[src/rtl/alu_cmd_ctrl.sv]
// Byte-serial command front end for a 16-bit ALU: collects operands and a
// function code, strobes the ALU, then returns the 24-bit result MSB first.
// Optional: define ALU_CMD_TIMEOUT_EN to abandon frames stalled for 256 cycles.
module alu_cmd_ctrl (
    input  logic        clk,
    input  logic        rst_n,
    input  logic [7:0]  rx_data,
    input  logic        rx_valid,
    output logic [15:0] a,
    output logic [15:0] b,
    output logic [3:0]  alu_fun,
    output logic        alu_en,
    input  logic [16:0] alu_out,
    output logic [7:0]  tx_data,
    output logic        tx_valid,
    input  logic        tx_ready,
    output logic        busy,
    output logic        rx_drop
);

    localparam logic [3:0] S_IDLE    = 4'd0;
    localparam logic [3:0] S_GET_AH  = 4'd1;
    localparam logic [3:0] S_GET_AL  = 4'd2;
    localparam logic [3:0] S_GET_BH  = 4'd3;
    localparam logic [3:0] S_GET_BL  = 4'd4;
    localparam logic [3:0] S_GET_FUN = 4'd5;
    localparam logic [3:0] S_EXEC    = 4'd6;
    localparam logic [3:0] S_WAIT    = 4'd7;
    localparam logic [3:0] S_TX2     = 4'd8;
    localparam logic [3:0] S_TX1     = 4'd9;
    localparam logic [3:0] S_TX0     = 4'd10;

    localparam logic [7:0] CMD_FULL  = 8'hCC;
    localparam logic [7:0] CMD_REUSE = 8'hDD;

    logic [3:0]  state_q,    state_d;
    logic [15:0] a_q,        a_d;
    logic [15:0] b_q,        b_d;
    logic [3:0]  fun_q,      fun_d;
    logic [23:0] result_q,   result_d;
    logic [7:0]  tx_data_q,  tx_data_d;
    logic        tx_valid_q, tx_valid_d;
    logic        alu_en_q,   alu_en_d;
    logic        busy_q,     busy_d;
    logic        rx_drop_q,  rx_drop_d;

`ifdef ALU_CMD_TIMEOUT_EN
    logic [7:0]  idle_cnt_q, idle_cnt_d;
    logic        in_get;
`endif

    always_comb begin
        // NOTE: every variable gets a hold default first so no path can infer a latch.
        state_d   = state_q;
        a_d       = a_q;
        b_d       = b_q;
        fun_d     = fun_q;
        result_d  = result_q;
        rx_drop_d = rx_drop_q;

        case (state_q)
            S_IDLE: begin
                if (rx_valid) begin
                    if (rx_data == CMD_FULL) begin
                        state_d = S_GET_AH;
                    end else if (rx_data == CMD_REUSE) begin
                        state_d = S_GET_FUN;
                    end
                end
            end
            S_GET_AH: begin
                if (rx_valid) begin
                    a_d[15:8] = rx_data;
                    state_d   = S_GET_AL;
                end
            end
            S_GET_AL: begin
                if (rx_valid) begin
                    a_d[7:0] = rx_data;
                    state_d  = S_GET_BH;
                end
            end
            S_GET_BH: begin
                if (rx_valid) begin
                    b_d[15:8] = rx_data;
                    state_d   = S_GET_BL;
                end
            end
            S_GET_BL: begin
                if (rx_valid) begin
                    b_d[7:0] = rx_data;
                    state_d  = S_GET_FUN;
                end
            end
            S_GET_FUN: begin
                if (rx_valid) begin
                    fun_d   = rx_data[3:0];
                    state_d = S_EXEC;
                end
            end
            S_EXEC: begin
                state_d = S_WAIT;
            end
            S_WAIT: begin
                result_d = {7'b0, alu_out};
                state_d  = S_TX2;
            end
            S_TX2: begin
                if (tx_valid_q && tx_ready) state_d = S_TX1;
            end
            S_TX1: begin
                if (tx_valid_q && tx_ready) state_d = S_TX0;
            end
            S_TX0: begin
                if (tx_valid_q && tx_ready) state_d = S_IDLE;
            end
            default: begin
                state_d = S_IDLE;
            end
        endcase

        // Bytes arriving while a command is in flight are lost; remember that.
        if (rx_valid && (state_q >= S_EXEC) && (state_q <= S_TX0)) begin
            rx_drop_d = 1'b1;
        end

`ifdef ALU_CMD_TIMEOUT_EN
        in_get     = (state_q >= S_GET_AH) && (state_q <= S_GET_FUN);
        idle_cnt_d = 8'd0;
        if (in_get && !rx_valid) begin
            if (idle_cnt_q == 8'hFF) begin
                state_d = S_IDLE;
            end else begin
                idle_cnt_d = idle_cnt_q + 8'd1;
            end
        end
`endif

        // Outputs are registered from the next state so they are glitch-free.
        alu_en_d   = (state_d == S_EXEC);
        busy_d     = (state_d != S_IDLE);
        tx_valid_d = (state_d == S_TX2) || (state_d == S_TX1) || (state_d == S_TX0);
        case (state_d)
            S_TX2:   tx_data_d = result_d[23:16];
            S_TX1:   tx_data_d = result_d[15:8];
            S_TX0:   tx_data_d = result_d[7:0];
            default: tx_data_d = tx_data_q;
        endcase
    end

    // NOTE: sequential state uses non-blocking assignments so all registers update together.
    always_ff @(posedge clk or negedge rst_n) begin
        if (!rst_n) begin
            state_q    <= S_IDLE;
            a_q        <= '0;
            b_q        <= '0;
            fun_q      <= '0;
            result_q   <= '0;
            tx_data_q  <= '0;
            tx_valid_q <= 1'b0;
            alu_en_q   <= 1'b0;
            busy_q     <= 1'b0;
            rx_drop_q  <= 1'b0;
        end else begin
            state_q    <= state_d;
            a_q        <= a_d;
            b_q        <= b_d;
            fun_q      <= fun_d;
            result_q   <= result_d;
            tx_data_q  <= tx_data_d;
            tx_valid_q <= tx_valid_d;
            alu_en_q   <= alu_en_d;
            busy_q     <= busy_d;
            rx_drop_q  <= rx_drop_d;
        end
    end

`ifdef ALU_CMD_TIMEOUT_EN
    always_ff @(posedge clk or negedge rst_n) begin
        if (!rst_n) begin
            idle_cnt_q <= '0;
        end else begin
            idle_cnt_q <= idle_cnt_d;
        end
    end
`endif

    assign a        = a_q;
    assign b        = b_q;
    assign alu_fun  = fun_q;
    assign alu_en   = alu_en_q;
    assign tx_data  = tx_data_q;
    assign tx_valid = tx_valid_q;
    assign busy     = busy_q;
    assign rx_drop  = rx_drop_q;

endmodule

[config.mk]
export PLATFORM = sky130hd
export DESIGN_NAME = alu_cmd_ctrl
export DESIGN_NICKNAME = d
export VERILOG_FILES = /design/src/rtl/alu_cmd_ctrl.sv
export SDC_FILE = /design/constraint.sdc
export NUM_CORES = 1
export LEC_CHECK = 0
export CORE_ASPECT_RATIO = 1.5
export CORE_MARGIN = 2
export CORE_UTILIZATION = 30
export DETAILED_ROUTE_END_ITERATION = 8
export GPL_TIMING_DRIVEN = 0
export HOLD_SLACK_MARGIN = 0.05
export MAX_ROUTING_LAYER = met4
export PLACE_DENSITY_LB_ADDON = 0.2
export SLEW_MARGIN = 20
export SYNTH_ARGS = -nofsm -noshare
export SYNTH_HDL_FRONTEND = slang
export SYNTH_SLANG_ARGS = --single-unit
[constraint.sdc]
create_clock -name clk -period 2.2 [get_ports clk]
set_input_delay 0.44 -clock clk [delete_from_list [all_inputs] [get_ports clk]]
set_output_delay 0.44 -clock clk [all_outputs]
set_load 0.02 [all_outputs]
# After elaboration in Yosys (flattened, before gate mapping)
# Cells that the tools add are included.
# word_totals
reg_bits	76
inputBits	29
output_inout_bits	48
elab_cells	57
# classes
order_cmp	2
n_eq_ne	16
mux	14
reduce_logical	13
# ops
operator	n
two-way mux 4 bit	11
one-hot mux 4 bit (11 select lines)	1
== test 4 bit, second input constant	6
two-way mux 24 bit	1
one-hot mux 8 bit (3 select lines)	1
== test 4 x 3 -> 1 bit, second input constant	5
== test 8 bit, second input constant	2
AND reduction 2 bit	5
== test 4 x 2 -> 1 bit, second input constant	2
== test 4 x 1 -> 1 bit, second input constant	1
greater-or-equal comparator 4 x 3 -> 1 bit, second input constant	1
less-or-equal comparator 4 bit, second input constant	1
logical NOT 4 bit	1
nonzero test 4 bit	1
logical AND 1 bit	3
nonzero test 3 bit	1
logical OR 1 bit	2

# Depth between registers and ports, before layout
# logic_depth
word_depth	8
ltp_mapped	6
ltp_nobuf	5

# Worst setup path after synthesis
# OpenSTA, ideal clock, no wires.
# synth_path
path_type	register -> register
start	register tx_valid_q, in the netlist tx_valid
end	register busy_q, in the netlist busy
setup_time_ps	139
arrival_ps	1593
t_required_ps	2061
slack_ps	468
stages_incl_launch_ff	5
period_less_slack_ps	1732
path_cell_list	dfrtp_1 nand2_1 a211o_1 a22o_1 or4_1
# synth_via
elab_chain_len	4
elab_cells_between_ends	6
cone_classes	mux (4); reduce/logical (2)
# synth_rtl
item	line_no	rtl
from (decl)	42	logic tx_valid_q, tx_valid_d;
from (signal assigned)	171	tx_valid_q <= tx_valid_d;
logical AND 1 bit (*)	109, 112, 115	
two-way mux 4 bit (on tied branches)	115, 109, 112	
one-hot mux 4 bit (11 select lines) (*)	61	case (state_q)
named net state_d[1]	36	logic [3:0] state_q, state_d;
nonzero test 4 bit (*)	141	busy_d = (state_d != S_IDLE);
named net busy_d	44	logic busy_q, busy_d;
to (signal assigned)	173	busy_q <= busy_d;
to (decl)	44	
# The timed path passes the listed nets; every way through them passes the cells marked *.
# A chain may end at the register's enable or synchronous reset.

# Final worst setup path
# layout_path
start	input port tx_ready
end	register busy_q, in the netlist busy
# layout_via
elab_chain_len	4
elab_cells_between_ends	6
cone_classes	mux (4); reduce/logical (2)
# layout_rtl
item	line_no	rtl
from (decl)	16	input logic tx_ready,
logical AND 1 bit (*)	109, 112, 115	
two-way mux 4 bit (on tied branches)	115, 109, 112	
one-hot mux 4 bit (11 select lines) (*)	61	
named net state_d[3]	36	
nonzero test 4 bit (*)	141	
named net busy_d	44	
# Marked as above.

==> results_dict.tcl <==
set metrics [dict create \
    status "completed" \
    die_x_um 88.9 \
    max_stage_delay_ns 0.60 \
    synth.area.top_cells "dfrtp_1, mux2_2, nand2_1, a221o_1, o21ai_0" \
    cts.sink_count 76 \
    cap_violations 0 \
    core_sq_um 10500 \
    power.leakage_nw 1.98 \
    htreeDepth 3 \
    io_pins 77 \
    layout_commonest_cell "dfrtp_1" \
    multi_input_area_sq_um 1240 \
    required_ns 2.39 \
    vdd_drop_max_uv 667 \
    clock.fmax_mhz 490 \
    post-dp-hpwl_um 5680 \
    gp_congestion 0.754 \
    cts_resized 0 \
    r2r_end "tx_data[3]" \
    rsz0062_at_grt "no" \
    clk_latency_ns 0.34 \
    final_cell_mix "dfrtp_1, clkdlybuf4s50_1, mux2_2, nand2_1, o21ai_0" \
    synth_seq_cells 76 \
    cts_made_buffers 9 \
    drt_iter0_drc 49 \
    min_period_ns 2.04 \
    worstMarginPinSlew_ns 0.677 \
    via_count 2284 \
    fin_crit_sh_pct 92.8 \
    timing.rr.start "state_q[0]" \
    drtAntennaViolNets 0 \
    cp-start-kind "primary input" \
    cts_setup_buffers 0 \
    dieArea_sq_um 11700 \
    grt_use_total_pct 15.3 \
    wl_per_cell_um 16.2 \
    slew_violations 0 \
    path_class "primary input to flop" \
    postSynthAreaPerCell_sq_um 12.9 \
    antenna_found_initial 0 \
    yosysSeqAreaShare_pct 58.7 \
    topRoutingLayerUsed "met4" \
    wl_met1_um 3340 \
    grt_pass1_wl_um 13200 \
    hold_path.class "primary input to asynchronous set/reset pin" \
    start_util_pct 30.8 \
    route.detailed.drc 0 \
    synth_edf_count 0 \
    ctsHoldBuffers 0 \
    syn-num-nets 281 \
    syn-instance-count 252 \
    cp-end-kind "flop" \
    stdcell_count 488 \
    setup_violations 0 \
    reg2reg_depth 6 \
    slowest_stage "clkdlybuf4s50_1" \
    power_density_nw_per_um2 1520 \
    met3_length_um 399 \
    grt_max_degree 42 \
    yosysTopAreaCell "dfrtp_1" \
    area_delta_synth_final_pct 39.1 \
    critPathMaxFanout 8 \
    r2r_slack_ns 0.18 \
    drive_above_1_share_pct 22.7 \
    path_cells "clkdlybuf4s50_1 -> a21o_1 -> a21oi_1 -> nor2_4 -> inv_1 -> or4_1" \
    wl_met2_um 3970 \
    clockRootBuffer "clkbuf_16" \
    drt_pass1_iterations 5 \
    nNetsFinal 368 \
    nFillCells 1024 \
    cp_top_family "buffers and inverters" \
    cp_num_buf_inv 2 \
    yosysUniqueCellTypes 51 \
    synthFlopType "dfrtp_1" \
    netlist_area_sq_um 3240 \
    detail_route.vias_per_cell 4.68 \
    cp.arrival_ns 2.23 \
    grt_overflow 0 \
    final-seq-area_sq_um 1900 \
    clk_pin_slew_ns 0.05 \
    ys.warnings.count 0 \
    cts_tree "done" \
    finalCoreUtilization_pct 42.8 \
    grt_pass1_vias 2541 \
    synth_top_cell_area_share_pct 58.7 \
    die_h_um 131 \
    skew_ns 0.00539 \
    hold_viol 0 \
    n_antenna_cell 0 \
    max_slew_margin_pct 54.7 \
    num_rows 46 \
    wirelength_um 7880 \
    clk_path_buf_depth 2 \
    port_buffers 75 \
    placed_cells 472 \
    async_flop_share_pct 100 \
]
cells in the mapped netlist (2+ instances only):
cell type and count:
buf_2 4, mux2i_1 3, o21ai_0 10, a21o_1 2
nor2_1 3, inv_1 7, a221o_1 6, nand2_1 34
dfrtp_1 76, o22ai_1 2, nor4bb_1 2, nor3_1 2
xnor2_1 2, and2_1 7, nand3b_1 2, mux2_4 2
nand3_1 2, a21oi_1 9, mux2_2 40, and3_1 2
buf_4 5
state kept, by name, indices dropped and copies added (netlist names):
register	count
rx_drop	1
alu_fun	4
b	16
result_q	24
state_q	4
a	16
tx_valid	1
alu_en	1
busy	1
tx_data	8
routing by layer:
layer	up-vias	track usage (%)
met5	-	-
met3	11	3.20
met1	1132	18.6
met4	0	7.07
met2	69	24.0
li1	1072	-
where the power goes:
part           internal [mW]  switching, mW  total, mW
sequential              2.00          0.305       2.31
combinational           1.48           1.48       2.96
clock                   1.02          0.561       1.58
total                   4.50           2.34       6.84
per-stage QoR:
| stage | TNS, ns | instance area (sq um) | hold slack [ns] | worst slack [ns] | power, mW |
|---|---|---|---|---|---|
| after floorplan | 0 | 3240 | 0.144 | 0.468 | 4.04 |
| after global placement | -154.78 | 4170 | 0.444 | -2.03 | 5.27 |
| after detailed placement | -0.883 | 4190 | 0.452 | -0.199 | 5.32 |
| after CTS | 0 | 4510 | 0.108 | 0.148 | 6.93 |
| after global routing | 0 | 4510 | 0.143 | 0.0729 | 7.26 |
| final | 0 | 4510 | 0.0920 | 0.159 | 6.84 |
how the worst max path moves through the flow:
stage               start          to  slack [ns]  cells past startpoint
4_1_cts          tx_ready        busy        0.15                      6
6_report         tx_ready        busy        0.16                      6
5_1_grt        state_q[0]  tx_data[4]        0.07                      6
3_5_place_dp     tx_ready        busy       -0.20                      6
3_3_place_gp        rst_n        a[4]       -2.03                      1
2_1_floorplan    tx_valid        busy        0.47                      4
cells by family after synthesis:
group / Yosys count / synth area share, %
flops: 76 / 58.7
fa+ha+maj: 1 / 0.347
compound gates: 40 / 8.84
simple gates: 68 / 12.3
mux: 46 / 16.1
buf+inv: 19 / 3.17
xor+xnor: 2 / 0.541
area by class of cell:
| class | instances | area share, % |
|---|---|---|
| plain buffers | 12 | 1.69 |
| clock buffers | 11 | 5.39 |
| clock inverters | 5 | 1.67 |
| inverters | 7 | 0.583 |
| multi-input cells | 157 | 27.4 |
| flip-flops and latches | 76 | 42.2 |
| well taps | 144 | 4.00 |
| repair buffers | 76 | 17.0 |
(Power assumes the default switching activity.)
